`src/rtl/adder_tree_loader_if.sv`:
```
// Serial word stream into the adder tree loader: valid/ready with a
// short-frame terminator.
interface adder_tree_loader_if #(
  parameter int DATA_W = 3
);
  logic              s_valid;
  logic              s_ready;
  logic [DATA_W-1:0] s_data;
  logic              s_last;

  modport master (output s_valid, output s_data, output s_last, input  s_ready);
  modport slave  (input  s_valid, input  s_data, input  s_last, output s_ready);
endinterface

```
`src/rtl/adder_tree_loader.sv`:
```
// Adder tree loader: collects a serial word stream into a DATA_N-wide vector,
// launches it onto the tree input, and tags the tree output cycle carrying the
// frame sum with a valid/nwords pair delayed by the tree latency.
module adder_tree_loader #(
  parameter int DATA_W   = 3,
  parameter int DATA_N   = 21,
  parameter int TREE_LAT = 7,
  parameter int CNT_W    = 16,
  localparam int IDX_W   = (DATA_N > 1) ? $clog2(DATA_N) : 1,
  localparam int NW_W    = $clog2(DATA_N + 1)
) (
  input  logic                          clk,
  input  logic                          rst_n,
  adder_tree_loader_if.slave            s,
  input  logic                          i_tree_en,
  output logic [0:DATA_N-1][DATA_W-1:0] o_data,
  output logic                          o_vec_valid,
  output logic                          o_sum_valid,
  output logic [NW_W-1:0]               o_sum_nwords,
  output logic [CNT_W-1:0]              o_frame_cnt
);

  typedef enum logic {FILL, HOLD} state_t;

  state_t                         state;
  logic                           rdy_q;
  logic [IDX_W-1:0]               widx;
  logic [0:DATA_N-1][DATA_W-1:0]  col_buf;
  logic [0:DATA_N-1][DATA_W-1:0]  merged;
  logic [NW_W-1:0]                hold_nw;
  logic [TREE_LAT:0]              vld_pipe;
  logic [TREE_LAT:0][NW_W-1:0]    nw_pipe;

  logic            accept, complete, launch;
  logic [NW_W-1:0] cur_nw, launch_nw;

  assign s.s_ready = rdy_q;
  assign accept    = s.s_valid & rdy_q;
  assign complete  = accept & ((widx == IDX_W'(DATA_N - 1)) | s.s_last);
  assign cur_nw    = NW_W'(widx) + NW_W'(1);
  assign launch    = i_tree_en & ((state == HOLD) | ((state == FILL) & complete));
  assign launch_nw = (state == HOLD) ? hold_nw : cur_nw;

  // Buffer merged with the incoming word; unwritten lanes are already zero
  // because the buffer is cleared on every launch.
  for (genvar g = 0; g < DATA_N; g++) begin : g_lane
    assign merged[g] = (accept && widx == IDX_W'(g)) ? s.s_data : col_buf[g];
  end

  // Frame assembly, hold/launch control and launch output register.
  always_ff @(posedge clk or negedge rst_n) begin
    if (!rst_n) begin
      state       <= FILL;
      rdy_q       <= 1'b0;
      widx        <= '0;
      col_buf     <= '0;
      hold_nw     <= '0;
      o_data      <= '0;
      o_frame_cnt <= '0;
    end else begin
      rdy_q <= 1'b1;
      case (state)
        FILL: begin
          if (complete) begin
            if (i_tree_en) begin
              o_data  <= merged;
              col_buf <= '0;
              widx    <= '0;
            end else begin
              col_buf <= merged;
              hold_nw <= cur_nw;
              state   <= HOLD;
              rdy_q   <= 1'b0;
            end
          end else if (accept) begin
            col_buf <= merged;
            widx    <= widx + IDX_W'(1);
          end
        end
        HOLD: begin
          if (i_tree_en) begin
            o_data  <= col_buf;
            col_buf <= '0;
            widx    <= '0;
            state   <= FILL;
          end else begin
            rdy_q   <= 1'b0;
          end
        end
        default: state <= FILL;
      endcase
      if (launch) o_frame_cnt <= o_frame_cnt + CNT_W'(1);
    end
  end

  // Launch tag delay line: stage 0 is the launch pulse, stage TREE_LAT lines
  // up with the tree output carrying that frame's sum.
  always_ff @(posedge clk or negedge rst_n) begin
    if (!rst_n) begin
      vld_pipe <= '0;
      nw_pipe  <= '0;
    end else begin
      vld_pipe <= {vld_pipe[TREE_LAT-1:0], launch};
      nw_pipe  <= {nw_pipe[TREE_LAT-1:0], (launch ? launch_nw : NW_W'(0))};
    end
  end

  assign o_vec_valid  = vld_pipe[0];
  assign o_sum_valid  = vld_pipe[TREE_LAT];
  assign o_sum_nwords = nw_pipe[TREE_LAT];

endmodule

```
`src/flat_wrapper.sv`:
```
// flat-port wrapper written by rule: the top's interface ports become plain ports
module adder_tree_loader_flat 
#(
  parameter int DATA_W   = 3,
  parameter int DATA_N   = 21,
  parameter int TREE_LAT = 7,
  parameter int CNT_W    = 16,
  localparam int IDX_W   = (DATA_N > 1) ? $clog2(DATA_N) : 1,
  localparam int NW_W    = $clog2(DATA_N + 1)
)
  (clk, rst_n, i_tree_en, o_data, o_vec_valid, o_sum_valid, o_sum_nwords, o_frame_cnt, s_s_valid, s_s_data, s_s_last, s_s_ready);
  adder_tree_loader_if #(.DATA_W(DATA_W)) s_i ();
  input  logic clk;
  input  logic rst_n;
  input  logic i_tree_en;
  output logic [0:DATA_N-1][DATA_W-1:0] o_data;
  output logic o_vec_valid;
  output logic o_sum_valid;
  output logic [NW_W-1:0] o_sum_nwords;
  output logic [CNT_W-1:0] o_frame_cnt;
  input wire logic [$bits(s_i.s_valid)-1:0] s_s_valid;
  input wire logic [$bits(s_i.s_data)-1:0] s_s_data;
  input wire logic [$bits(s_i.s_last)-1:0] s_s_last;
  output wire logic [$bits(s_i.s_ready)-1:0] s_s_ready;
  assign s_i.s_valid = s_s_valid;
  assign s_i.s_data = s_s_data;
  assign s_i.s_last = s_s_last;
  assign s_s_ready = s_i.s_ready;
  adder_tree_loader #(.DATA_W(DATA_W), .DATA_N(DATA_N), .TREE_LAT(TREE_LAT), .CNT_W(CNT_W)) u_core (.clk(clk), .rst_n(rst_n), .s(s_i), .i_tree_en(i_tree_en), .o_data(o_data), .o_vec_valid(o_vec_valid), .o_sum_valid(o_sum_valid), .o_sum_nwords(o_sum_nwords), .o_frame_cnt(o_frame_cnt));
endmodule
```
`config.mk`:
```
export PLATFORM = sky130hd
export DESIGN_NAME = adder_tree_loader_flat
export DESIGN_NICKNAME = d
export VERILOG_FILES = /design/src/rtl/adder_tree_loader_if.sv /design/src/rtl/adder_tree_loader.sv /design/src/flat_wrapper.sv
export SDC_FILE = /design/constraint.sdc
export NUM_CORES = 1
export LEC_CHECK = 0
export CELL_PAD_IN_SITES_DETAIL_PLACEMENT = 0
export CELL_PAD_IN_SITES_GLOBAL_PLACEMENT = 1
export CORE_MARGIN = 2
export CORE_UTILIZATION = 36
export CTS_BUF_LIST = sky130_fd_sc_hd__clkbuf_4 sky130_fd_sc_hd__clkbuf_8 sky130_fd_sc_hd__clkbuf_16
export DETAILED_ROUTE_END_ITERATION = 10
export GPL_TIMING_DRIVEN = 1
export PLACE_DENSITY = 0.73
export SYNTH_ARGS = -nofsm -noshare
export SYNTH_HDL_FRONTEND = slang
export SYNTH_SLANG_ARGS = --single-unit
```
`constraint.sdc`:
```
create_clock -name clk -period 4.75 [get_ports clk]
set_clock_uncertainty 0.2 [all_clocks]
set_input_delay 0.95 -clock clk [delete_from_list [all_inputs] [get_ports clk]]
set_output_delay 0.95 -clock clk [all_outputs]
set_load 0.1 [all_outputs]
```
==> summary.md <==
| Metric | Value |
|---|---|
| Worst Slack Setup Final | `1290 ps` |
| Clock-pin slew on the worst setup and hold paths | `around 60 ps` |
| Global-route total usage across every layer | `0.170` |
| Wire length of the first global-routing pass | `approximately 33000 µm` |
| Avg WL per Cell | `18.2 µm` |
| Fraction of layout cells with a size suffix above 1 | `0.0942` |
| CTS H-Tree Depth | `1` |
| Critical Path Start Type | `flip-flop` |
| Endpoint of the worst hold-timing path | `u_core.o_sum_nwords[0]` |
| Tightest slew margin relative to the limit | `0.325` |
| Minimum setup slack among reg-to-reg paths | `about 1800 ps` |
| R2r worst-path depth | `7` |
| Number of setup buffers added after CTS | `0` |
| Avg Synthesized Cell Area | `11.6 µm²` |
| Critical R2R Capture | `u_core.o_frame_cnt[1]` |
| Initial Utilization | `0.366` |
| Total Power Consumption | `4.73 mW` |
| Critical path start-end classification | `reg2out` |
| Number of buffers between clock root and the deepest sink | `3` |
| Placeable core region | `~23000 µm²` |
| Worst supply voltage drop on vdd | `about 0.0002 V` |
| FFs w/ async S/R, synth | `1.00` |
| Vert. Die Dim | `~160 µm` |
| Number of max-cap violations | `0` |
| Number of vias after detailed routing | `~6.0k` |
| Max stage delay on crit path | `around 1200 ps` |
| Synth Instances | `~740` |
| Number of failing setup endpoints in the final timing report | `0` |
| CTS sink count | `202` |
| Share of the synthesized area in the top cell type | `0.589` |
| Area Overhead vs Synth | `23.5%` |
| Hold Path Stages | `0` |
| Setup crit end kind | `output port` |
| Congestion Overflow GR | `0` |
| Post-cts resize count | `0` |
| Post-detail-place hpwl | `13800 µm` |
| Horizontal die dimension | `approximately 160 µm` |
| Cell area after synthesis | `between 8000 and 9000 µm²` |
| Total DRC errors in the routed layout | `0` |
| Count of hold buffers inserted by post-cts repair | `0` |
| Clock buffer count from CTS | `22` |
| Vias in the first global route | `5897` |
| Number of violations reported at the end of detailed-routing iteration 0 | `around 380` |
| Post-layout nets | `826` |
| Critical Path Stages | `1` |
| Final Hold Slack | `141 ps` |
| Via count normalized by instance count | `between 5 and 6` |
| Power Dens Cells | `between 400 and 500 nW/µm²` |
| Unrepaired setup endpoints after global routing | `false` |
| Number of pins with negative max-slew slack in the final report | `0` |
| Top cells by area, synth | `sky130_fd_sc_hd__dfrtp_1 59%, sky130_fd_sc_hd__o21ai_0 7.8%, sky130_fd_sc_hd__mux2i_1 7.2%` |
| Post-Place Setup Slack | `around 1200 ps` |
| Arrival time of the worst setup path | `2310 ps` |
| Worst-Skew Late Latency | `500 ps` |
| Most common library cells after synthesis | `202 x sky130_fd_sc_hd__dfrtp_1, 133 x sky130_fd_sc_hd__o21ai_0, 62 x sky130_fd_sc_hd__mux2i_1` |
| Status | `finished clean` |
| Worst path cell trace | `clkdlybuf4s50_1` |
| Antenna violations before repair | `0` |
| Biggest area consumer among synthesized cells | `sky130_fd_sc_hd__dfrtp_1` |
| Detailed-routing iteration count for the pre-antenna-repair pass | `5` |
| Site Rows | `56` |
| RD Place Congestion | `slightly above 0.8` |
| Crit path max fanout | `14` |
| Utilization after layout | `0.452` |
| Root buf cell | `sky130_fd_sc_hd__clkbuf_16` |
| Fill cell instance count of the final layout | `2222` |
| Start point of the worst hold path | `u_core.nw_pipe[30]` |
| R2R Path Start | `u_core.widx[0]` |
| Final Hold Fails | `0` |
| Count of state elements after synthesis | `202` |
| Largest net degree at the start of global routing | `94` |
| Leakage power of the design | `between 4 and 5 nW` |
| CTS tree | `done` |
| Number of flops mapped to enable cells by yosys | `0` |
| Worst min-delay path class | `reg2reg` |
| Post-synthesis net count | `approximately 750` |
| CP Buf/Inv Count | `1` |
| N_diodes | `0` |
| Accumulated negative setup slack | `0 ps` |
| Fraction of the yosys area taken by sequential cells | `0.589` |
| Predominant post-synthesis flop cell | `sky130_fd_sc_hd__dfrtp_1` |
| Library cell contributing the largest single delay on the critical path | `sky130_fd_sc_hd__clkdlybuf4s50_1` |
| Slew at the pin closest to its max-slew limit | `about 1000 ps` |
| Fin crit share | `0.729` |
| Post-detailed-route count of antenna-violating nets | `0` |
| CP delay by family, top | `buffers and inverters` |
| Most frequently used cell type in the post-synthesis netlist | `sky130_fd_sc_hd__dfrtp_1` |
| Data required time of the worst path | `~3600 ps` |
| Count of yosys warnings during synthesis | `0` |
| Upper clock frequency limit | `289 MHz` |
| Unique masters post-synth | `between 50 and 60` |
| Port Buffer Count | `94` |
| Area of the die | `25100 µm²` |
| Top Ports | `95` |
| Time the worst path needs with I/O delays and setup | `approximately 3500 ps` |
| DRT Wirelength | `around 21000 µm` |
[cell usage in the layout, fill, tap and decap left out, types with 3 or more instances in the layout]
master,synthesis,final
sky130_fd_sc_hd__clkinv_2,0,3
sky130_fd_sc_hd__clkdlybuf4s50_1,0,93
sky130_fd_sc_hd__nor3_1,9,9
sky130_fd_sc_hd__clkbuf_4,0,3
sky130_fd_sc_hd__mux2i_1,62,62
sky130_fd_sc_hd__a22o_1,21,21
sky130_fd_sc_hd__xor2_1,8,8
sky130_fd_sc_hd__o21ai_0,133,133
sky130_fd_sc_hd__o21ai_1,10,10
sky130_fd_sc_hd__nand3_1,24,24
sky130_fd_sc_hd__and3_1,8,8
sky130_fd_sc_hd__nor4_2,5,5
sky130_fd_sc_hd__clkbuf_16,0,23
sky130_fd_sc_hd__nor2b_1,4,4
sky130_fd_sc_hd__a32o_1,3,3
sky130_fd_sc_hd__and2_1,5,5
sky130_fd_sc_hd__xnor2_1,9,9
sky130_fd_sc_hd__nand2b_1,4,4
sky130_fd_sc_hd__a21oi_1,6,6
sky130_fd_sc_hd__dfrtp_1,202,202
sky130_fd_sc_hd__nand4b_1,3,3
sky130_fd_sc_hd__nor2_1,23,23
sky130_fd_sc_hd__a31oi_1,3,3
sky130_fd_sc_hd__ha_1,6,6
sky130_fd_sc_hd__and4_1,6,6
sky130_fd_sc_hd__inv_1,5,5
sky130_fd_sc_hd__a21o_1,9,8
sky130_fd_sc_hd__o2bb2ai_1,36,36
sky130_fd_sc_hd__nand4_1,12,12
sky130_fd_sc_hd__nand3b_1,3,3
sky130_fd_sc_hd__buf_4,6,19
sky130_fd_sc_hd__bufinv_16,0,3
sky130_fd_sc_hd__nand2_1,30,29
sky130_fd_sc_hd__clkbuf_8,0,8
sky130_fd_sc_hd__o22ai_1,3,3
[per-stage QoR]
step	cell area, µm²	cells
after global placement	9780	1107
after detailed placement	9780	1107
final	10600	1147
after CTS	10600	1147
after global routing	10600	1147
after floorplan	8580	739
[logic make-up after synthesis]
logic type / after synthesis / share of synthesized area
AO/OA/AOI/OAI: 230 / 0.168
flip-flops: 202 / 0.589
AND/OR/NAND/NOR: 150 / 0.104
buffers and inverters: 71 / 0.0392
multiplexers: 63 / 0.0737
XOR/XNOR: 17 / 0.0174
adder cells (fa/ha/maj): 6 / 0.00875
[worst max path at each step]
| stage | start | endpoint | slack [ps] |
|---|---|---|---|
| 2_1_floorplan | u_core.s.s_ready | u_core.col_buf[21] | 2180 |
| 3_3_place_gp | s_s_valid | u_core.col_buf[58] | 1240 |
| 3_5_place_dp | s_s_valid | u_core.col_buf[51] | 1180 |
| 4_1_cts | u_core.s.s_ready | s_s_ready | 1270 |
| 5_1_grt | u_core.s.s_ready | s_s_ready | 1220 |
| 6_report | u_core.s.s_ready | s_s_ready | 1290 |
[metal layers]
layer	share of wire	vias to the layer above	track usage
met5	0	-	0
met4	0.016	0	0.0416
met3	0.056	23	0.0272
met2	0.44	155	0.251
met1	0.49	2995	0.260
li1	-	2832	-
[cell type report]
cell class | count | area (µm²) | share of cell area
timing repair buffer | 114 | 1110 | 0.105
clock buffer | 33 | 694 | 0.0656
inverter | 6 | 22.5 | 0.00213
clock inverter | 7 | 114 | 0.0108
sequential | 202 | 5050 | 0.477
multi-input combinational | 466 | 3200 | 0.302
tap | 319 | 399 | 0.0377
[power breakdown]
part	internal [mW]	switching [mW]	total [mW]
Sequential	1.83	0.0878	1.92
Clock	1.17	0.678	1.85
Combinational	0.219	0.741	0.959
Total	3.22	1.51	4.73
[state kept, by name, indices dropped and copies added, names as in the netlist]
name                 flops
u_core.nw_pipe          35
u_core.col_buf          63
u_core.o_frame_cnt      16
u_core.o_sum_nwords      5
u_core.o_data           63
u_core.vld_pipe          8
u_core.state             1
u_core.s.s_ready         1
u_core.widx              5
u_core.hold_nw           5
(Power assumes the default switching activity.)
